[config.mk]
export PLATFORM = sky130hd
export DESIGN_NAME = uart_rx
export DESIGN_NICKNAME = d
export VERILOG_FILES = /design/src/rtl/uart_rx.sv
export SDC_FILE = /design/constraint.sdc
export NUM_CORES = 1
export LEC_CHECK = 0
export BUFFER_PORTS_ARGS = -buffer_cell sky130_fd_sc_hd__buf_2
export CORE_ASPECT_RATIO = 0.75
export CORE_MARGIN = 1
export CORE_UTILIZATION = 30
export CTS_CLUSTER_DIAMETER = 200
export DETAILED_ROUTE_END_ITERATION = 8
export PLACE_DENSITY = 0.54
export SKIP_LAST_GASP = 1
export SYNTH_ARGS = -nofsm -noshare
export SYNTH_HDL_FRONTEND = slang
export SYNTH_SLANG_ARGS = --single-unit
[constraint.sdc]
create_clock -name CLK -period 2.85 [get_ports CLK]
set_input_delay 0.57 -clock CLK [delete_from_list [all_inputs] [get_ports CLK]]
set_output_delay 0.57 -clock CLK [all_outputs]
set_load 0.01 [all_outputs]
[src/rtl/uart_rx.sv]
// UART receiver: oversampled start detection, 2-of-3 mid-bit majority vote,
// optional even/odd parity, stop-bit check and a one-cycle DATA_VALID strobe.
module uart_rx #(
  parameter int unsigned DATA_LENGTH = 8
) (
  input  logic                   CLK,
  input  logic                   RST,
  input  logic                   RX_IN,
  input  logic [5:0]             PRESCALE,
  input  logic                   PAR_EN,
  input  logic                   PAR_TYP,
  output logic [DATA_LENGTH-1:0] P_DATA,
  output logic                   DATA_VALID,
  output logic                   PAR_ERR,
  output logic                   STP_ERR
);

  localparam int unsigned BW = $clog2(DATA_LENGTH) + 1;

  typedef enum logic [2:0] {IDLE, START, DATA, PARITY, STOP} state_t;

  state_t                 state_q, state_d;
  logic [5:0]             edge_cnt_q, edge_cnt_d;
  logic [BW-1:0]          bit_cnt_q, bit_cnt_d;
  logic [5:0]             prescale_q, prescale_d;
  logic                   par_en_q, par_en_d;
  logic                   par_typ_q, par_typ_d;
  logic [2:0]             samp_q, samp_d;
  logic [DATA_LENGTH-1:0] shift_q, shift_d;
  logic [DATA_LENGTH-1:0] p_data_q, p_data_d;
  logic                   data_valid_q, data_valid_d;
  logic                   par_err_q, par_err_d;
  logic                   stp_err_q, stp_err_d;
  logic                   armed_q, armed_d;

  logic [5:0] half;
  logic       last_edge;
  logic       vote;
  logic       exp_par;

  always_comb begin
    state_d      = state_q;
    edge_cnt_d   = edge_cnt_q;
    bit_cnt_d    = bit_cnt_q;
    prescale_d   = prescale_q;
    par_en_d     = par_en_q;
    par_typ_d    = par_typ_q;
    samp_d       = samp_q;
    shift_d      = shift_q;
    p_data_d     = p_data_q;
    data_valid_d = 1'b0;
    par_err_d    = par_err_q;
    stp_err_d    = stp_err_q;
    // Only a line seen high since reset may start a frame, so a low line at
    // reset release is not mistaken for a start bit.
    armed_d      = armed_q | RX_IN;

    half      = {1'b0, prescale_q[5:1]};
    last_edge = (edge_cnt_q == prescale_q - 6'd1);
    vote      = (samp_q[0] & samp_q[1]) | (samp_q[0] & samp_q[2]) | (samp_q[1] & samp_q[2]);
    exp_par   = par_typ_q ? ~^shift_q : ^shift_q;

    if (state_q != IDLE) begin
      edge_cnt_d = last_edge ? '0 : edge_cnt_q + 6'd1;
      if (edge_cnt_q == half - 6'd1) samp_d[0] = RX_IN;
      if (edge_cnt_q == half)        samp_d[1] = RX_IN;
      if (edge_cnt_q == half + 6'd1) samp_d[2] = RX_IN;
    end

    case (state_q)
      IDLE: begin
        edge_cnt_d = '0;
        if (armed_q && !RX_IN) begin
          // The detection cycle is edge 0 of the start bit.
          state_d    = START;
          edge_cnt_d = 6'd1;
          prescale_d = PRESCALE;
          par_en_d   = PAR_EN;
          par_typ_d  = PAR_TYP;
        end
      end
      START: begin
        if (last_edge) begin
          if (vote) begin
            state_d = IDLE;
          end else begin
            state_d   = DATA;
            bit_cnt_d = '0;
            par_err_d = 1'b0;
            stp_err_d = 1'b0;
          end
        end
      end
      DATA: begin
        if (last_edge) begin
          shift_d                = shift_q >> 1;
          shift_d[DATA_LENGTH-1] = vote;
          if (bit_cnt_q == BW'(DATA_LENGTH - 1)) begin
            state_d = par_en_q ? PARITY : STOP;
          end else begin
            bit_cnt_d = bit_cnt_q + 1'b1;
          end
        end
      end
      PARITY: begin
        if (last_edge) begin
          par_err_d = (vote != exp_par);
          state_d   = STOP;
        end
      end
      STOP: begin
        if (last_edge) begin
          stp_err_d = ~vote;
          state_d   = IDLE;
          if (vote && !par_err_q) begin
            p_data_d     = shift_q;
            data_valid_d = 1'b1;
          end
        end
      end
      default: state_d = IDLE;
    endcase
  end

  always_ff @(posedge CLK or negedge RST) begin
    if (!RST) begin
      state_q      <= IDLE;
      edge_cnt_q   <= '0;
      bit_cnt_q    <= '0;
      prescale_q   <= '0;
      par_en_q     <= 1'b0;
      par_typ_q    <= 1'b0;
      samp_q       <= '1;
      shift_q      <= '0;
      p_data_q     <= '0;
      data_valid_q <= 1'b0;
      par_err_q    <= 1'b0;
      stp_err_q    <= 1'b0;
      armed_q      <= 1'b0;
    end else begin
      state_q      <= state_d;
      edge_cnt_q   <= edge_cnt_d;
      bit_cnt_q    <= bit_cnt_d;
      prescale_q   <= prescale_d;
      par_en_q     <= par_en_d;
      par_typ_q    <= par_typ_d;
      samp_q       <= samp_d;
      shift_q      <= shift_d;
      p_data_q     <= p_data_d;
      data_valid_q <= data_valid_d;
      par_err_q    <= par_err_d;
      stp_err_q    <= stp_err_d;
      armed_q      <= armed_d;
    end
  end

  assign P_DATA     = p_data_q;
  assign DATA_VALID = data_valid_q;
  assign PAR_ERR    = par_err_q;
  assign STP_ERR    = stp_err_q;

endmodule

==> results of run 1 <==
[cell usage in the layout, fill, tap and decap left out, types with 2 or more instances in the layout]
cell type	instances
xor2_1	12
xnor2_1	18
o21ai_0	3
clkinv_2	2
clkbuf_16	5
inv_1	6
buf_4	6
nand4_1	5
a31o_2	2
or2_2	2
mux2_2	20
nor3b_1	4
dfrtp_1	41
dfstp_2	3
a211o_1	2
buf_2	21
nor3_1	10
nor2_1	10
ha_1	6
mux2_4	8
nor2b_1	3
a31oi_1	4
or3_1	3
nand3_1	10
nand2_1	13
[cell usage after synthesis (4+ instances only)]
cell type  instances  area (um^2)
nor3b_1            4        30.03
xnor2_1           18        157.7
ha_1               6        75.07
nor3_1            10        50.05
xor2_1            12        105.1
inv_1              6        22.52
dfrtp_1           41         1026
mux2_4             8        120.1
nand2_1           13        48.80
a31oi_1            4        25.02
mux2_2            20        225.2
nand4_1            5        31.28
nor2_1            10        37.54
nand3_1           10        50.05
[path summary, 6_finish.rpt]
kind	startpoint	end	cells past startpoint
setup / recovery	prescale_q[1]$_DFFE_PN0P_	shift_q[4]$_DFFE_PN0P_	8
hold / removal	RST	prescale_q[3]$_DFFE_PN0P_	1
setup reg to reg	prescale_q[1]$_DFFE_PN0P_	shift_q[4]$_DFFE_PN0P_	8
hold reg to reg	armed_q$_DFF_PN0_	armed_q$_DFF_PN0_	1
max in group asynchronous	RST	samp_q[2]$_DFFE_PN1P_	2
min in group CLK	armed_q$_DFF_PN0_	armed_q$_DFF_PN0_	1
[metal layers]
metal	track usage [%]	up-vias	routed length, um
li1	-	856	-
met1	19.86	810	2836
met2	18.29	38	2069
met3	3.889	5	279
met4	2.973	0	31
met5	0	-	0
[area by class of cell]
class	count	share of cell area, %
Clock inverter	2	0.3439
Multi-Input combinational cell	165	46.35
Sequential cell	44	37.96
Timing Repair Buffer	27	5.159
Inverter	7	0.9028
Tap cell	105	4.514
Clock buffer	6	4.772
[report_power, final]
| group | switching [uW] | internal, uW | total [uW] |
|---|---|---|---|
| sequential | 0.667 | 627 | 628 |
| clock | 239 | 346 | 585 |
| combinational | 20.2 | 9.65 | 29.9 |
[per-stage QoR]
| stage | area [um^2] | utilization (%) | power [uW] | hold slack [ns] |
|---|---|---|---|---|
| after floorplan | 2551 | - | 646.8 | 0.2744 |
| after global placement | 2761 | 34.27 | 670.4 | 0.4438 |
| after detailed placement | 2761 | 34.27 | 670.8 | 0.4432 |
| after CTS | 2910 | 36.12 | 1268 | 0.4584 |
| after global routing | 2910 | 36.12 | 1301 | 0.4733 |
| final | 2910 | 36.12 | 1243 | 0.4562 |
[cell families after synthesis]
logic type / Yosys count
AOI/OAI and AO/OA: 27
xor gates and xnor gates: 31
and+or+nand+nor: 70
adders and majority gates: 7
DFF: 44
muxes: 30
buffers and inverters: 18
[registers in the layout, summed over array words and instances (netlist names)]
name	count
DATA_VALID	1
PAR_ERR	1
P_DATA	8
STP_ERR	1
armed_q	1
bit_cnt_q	4
edge_cnt_q	6
par_en_q	1
par_typ_q	1
prescale_q	6
samp_q	3
shift_q	8
state_q	3
==> qor.yml, run 1 <==
synthToLayoutAreaGrowth_pct: 14.08
yosysSeqAreaShare_pct: 43.31
critPathTopFamily: "simple AND/OR/NAND/NOR gates"
yosys.area_share.adder_pct: 3.335
cts_hold_buf: 0
drv_slew: 0
outcome: "complete, no violations"
max_freq_mhz: 417.7
routabilityCongestion: 0.7672
dr.first_iter.drc_count: 124
fin_cells: 356
root_buffer: "clkbuf_16"
antenna_found_initial: 0
cts_tree: "built"
synth_flop_cell: "dfrtp_1"
synth_compound_area_share_pct: 8.877
syn-num-nets: 244
wl_per_cell_um: 14.65
dp_cells: 348
post_drt_via_cell_ratio: 4.801
grt.overflow.total: 0
synthSimpleGateAreaFrac_pct: 15.11
syn_avg_cell_area_um2: 11.24
postRouteAntennaNets: 0
setup_violations: 0
grt_usage_pct: 13.23
die_w_um: 108.5
rows: 28
cp-end-kind: "flip-flop"
hold_viol: 0
synth.mux.area_fraction_pct: 14.37
io_buffer_count: 21
p_leak_uw: 0.001288
synth_top_family_by_area: "simple AND/OR/NAND/NOR gates"
htreeDepth: 2
cp.required_ns: 3.02
power.density_mw_per_mm2: 427.0
first_global_vias: 1712
rsz0062_at_grt: "false"
cp_num_buf_inv: 2
crit_fanout: 11
ir_worst_vdd_uv: 223.6
route.detailed.drc: 0
path_cells: "inv_1 > ha_1 > nor2b_1 > or3_1 > a31oi_2 > buf_4 > nand3_2 > mux2_2"
first_pass_iters: 4
cp_slowest_cell: "dfrtp_1"
n_antenna_cell: 0
clock_sinks: 44
hpwl_um: 3724
clkTransAtPathRegs_ns: 0.06
ys_warn_count: 0
synth-seq-cells: 44
multi_input_area_mm2: 0.001349
core_area_mm2: 0.008058
fin_worst_skew_ns: 0.003611
criticalPathCategory: "flip-flop to flip-flop"
num_vias: 1709
hold_class: "primary input to asynchronous set/reset pin"
io_pins: 22
clkLatencyLatePin_ns: 0.28
post_cts_buffers: 0
die_h_um: 81.86
synth.distinct_cells: 56
wl_um: 5217
syn_inst: 227
synth_async_sr_flop_share_pct: 100.0
fill_cells: 804
period_share_pct: 84.01
netlist_area_mm2: 0.002551
grt_max_degree: 43
cts_buffer_depth: 2
place_ws_ns: 0.4554
drive_gt1_share_pct: 31.47
worst_setup_path_start_kind: "flip-flop"
nets: 267
worst_pin_slew_ns: 1.005
critPathMaxStageDelay_ns: 0.46
synth_edf_count: 0
worst-r2r-setup-slack_ns: 0.46
synth-xor-area-share_pct: 11.18
arrival_ns: 2.56
regArea_mm2: 0.001105
grt_pass1_wl_um: 8914
final.setup.tns_ns: 0
cts_made_buffers: 5
die_area_mm2: 0.008881
relSlewSlack_pct: 33.01
initial_core_util_pct: 31.66
finalWorstSetupSlack_ns: 0.4557
timing.final.crit_period_ns: 2.394
max_cap_viol_count: 0
cts_resized: 0
(Power assumes the default switching activity.)
==> run 2, diff against run 1 <==
Settings changed: PLACE_DENSITY 0.54 to 0.55.
Clock period 2.85 ns to 2.05 ns, I/O delays scaled along.
==> run 2 against run 1 <==
Critical endpoint is now P_DATA[0]$_DFFE_PN0P_. Global-route usage fell by 0.085 points. Register-to-register slack lost 0.54 ns. Final cell count is 6.5% higher. Clock-buffer cell count fell by 1. Sequential share of layout area fell by 3.4 points. Sequential cell count did not move. Highest routed layer unchanged. The run now ends with negative setup slack left.
==> qor.yml, run 2 (synthesis results as in run 1) <==
p_leak_uw: 0.001425
fin_cells: 379
placed_area_mm2: 0.002968
violations: "negative setup slack"
wl_um: 5323
grt_max_degree: 45
first_global_vias: 1785
num_vias: 1826
routabilityCongestion: 0.8045
dp_cells: 370
cts_hold_buf: 0
internal-power_uw: 1342
final_cell_area_mm2: 0.003196
holdWs_ns: 0.08762
die_h_um: 81.86
cp_num_buf_inv: 2
clkLatencyLatePin_ns: 0.28
ir_worst_vdd_uv: 342.5
worst_pin_slew_ns: 0.6512
post_drt_via_cell_ratio: 4.818
grt_usage_pct: 13.15
max_cap_viol_count: 0
comb_power_share_pct: 2.7
core_area_mm2: 0.008058
outcome: "complete, but fails checks"
n_antenna_cell: 0
multi_input_area_mm2: 0.001425
p_switching_uw: 366.8
layout_commonest_cell: "dfrtp_1"
grt_pass1_wl_um: 8894
route.detailed.drc: 0
antenna_found_initial: 0
cts_made_buffers: 5
cts_tree: "built"
hpwl_um: 3907
regArea_mm2: 0.001105
clkTransAtPathRegs_ns: 0.06
die_w_um: 108.5
cts_buffer_depth: 2
hold_class: "primary input to asynchronous set/reset pin"
postRouteAntennaNets: 0
rows: 28
die_area_mm2: 0.008881
post-route-util_pct: 39.66
initial_core_util_pct: 31.66
drv_slew: 0
critPathTopFamily: "simple AND/OR/NAND/NOR gates"
setup_violations: 16
wl_per_cell_um: 14.04
htreeDepth: 2
cp.required_ns: 2.22
hold_viol: 0
cp-end-kind: "flip-flop"
max_freq_mhz: 468.8
cp_slowest_cell: "or3_4"
critPathMaxStageDelay_ns: 0.38
crit_fanout: 6
synthToLayoutAreaGrowth_pct: 25.26
finalWorstSetupSlack_ns: -0.08319
first_pass_iters: 4
worst_setup_path_start_kind: "flip-flop"
arrival_ns: 2.30
nets: 290
netSwitchingFraction_pct: 21.46
power.density_mw_per_mm2: 534.8
timing.final.crit_period_ns: 2.133
rsz0062_at_grt: "true"
seq_power_share_pct: 51.1
dr.first_iter.drc_count: 140
relSlewSlack_pct: 56.35
p_clk_share_pct: 46.3
clock_sinks: 44
path_cells: "inv_2 > ha_4 > nor2b_4 > or3_4 > a31oi_4 > and4_4 > buf_6 > mux2_4"
final.setup.tns_ns: -0.9661
period_share_pct: 104.1
criticalPathCategory: "flip-flop to flip-flop"
io_pins: 22
fill_cells: 810
fin_worst_skew_ns: 0.003341
drive_gt1_share_pct: 41.24
final_cell_mix: "dfrtp_1, buf_4, buf_2, mux2_2, xnor2_1"
io_buffer_count: 21
grt.overflow.total: 0
root_buffer: "clkbuf_16"
[run 2: cell types whose count changed in the layout (fill, tap and decap cells not counted), sizes merged]
cell	before	now
buf	27	50
clkbuf	6	5
clkinv	2	1
clkinvlp	0	2
[run 2: final cells by class]
class | count | area share, %
Timing Repair Buffer | 50 | 11.24
Tap cell | 105 | 4.111
Inverter | 7 | 0.8222
Multi-Input combinational cell | 165 | 44.60
Sequential cell | 44 | 34.57
Clock buffer | 5 | 3.915
Clock inverter | 3 | 0.7439
[run 2: stage by stage]
| step | power, uW | setup slack (ns) |
|---|---|---|
| detailed placement | 937.0 | -0.1465 |
| floorplan | 899.2 | -0.1314 |
| global route | 1796 | -0.1700 |
| finish | 1709 | -0.08319 |
| global placement | 937.0 | -0.1246 |
| CTS | 1746 | -0.06486 |
[run 2: repair_timing]
item / 4_1_cts / 5_1_grt
endpoints found under the setup margin: 17 / 24
resized for setup: 7 / 8
pin swaps: 4 / 2
buffers inserted: 0 / 1
[run 2: routing by layer]
layer  wire length, um  vias up  track usage [%]
met5                 0        -                0
met4                41        0            3.649
met3               280        4            3.095
met2              2247       38            18.86
met1              2754      885            19.41
li1                  -      899                -
[run 2: worst register-to-register path: stages, from the launching register on]
cell	delay (ns)
dfrtp_1	0.35
inv_2	0.08
ha_4	0.17
nor2b_4	0.12
or3_4	0.38
a31oi_4	0.21
and4_4	0.27
buf_6	0.14
mux2_4	0.30
[run 2: worst paths after layout]
kind                                      startpoint                        end  slack (ns)  depth (start not counted)
hold / removal                                   RST  prescale_q[5]$_DFFE_PN0P_        0.09                          2
min in group CLK                         PRESCALE[4]  prescale_q[4]$_DFFE_PN0P_        0.36                          2
max in group asynchronous                        RST      samp_q[0]$_DFFE_PN1P_        1.70                          2
setup / recovery           prescale_q[1]$_DFFE_PN0P_      P_DATA[0]$_DFFE_PN0P_       -0.08                          8
hold reg to reg                    armed_q$_DFF_PN0_          armed_q$_DFF_PN0_        0.47                          1
setup reg to reg           prescale_q[1]$_DFFE_PN0P_      P_DATA[0]$_DFFE_PN0P_       -0.08                          8
[run 2: power groups by stage]
stage / registers, uW / logic (uW) / clock network [uW]
6_report: 873 / 45.6 / 791
5_1_grt: 872 / 53.0 / 871
4_1_cts: 873 / 48.3 / 825
3_5_place_dp: 889 / 48.2 / 0
3_3_place_gp: 889 / 48.0 / 0
2_1_floorplan: 889 / 10.3 / 0
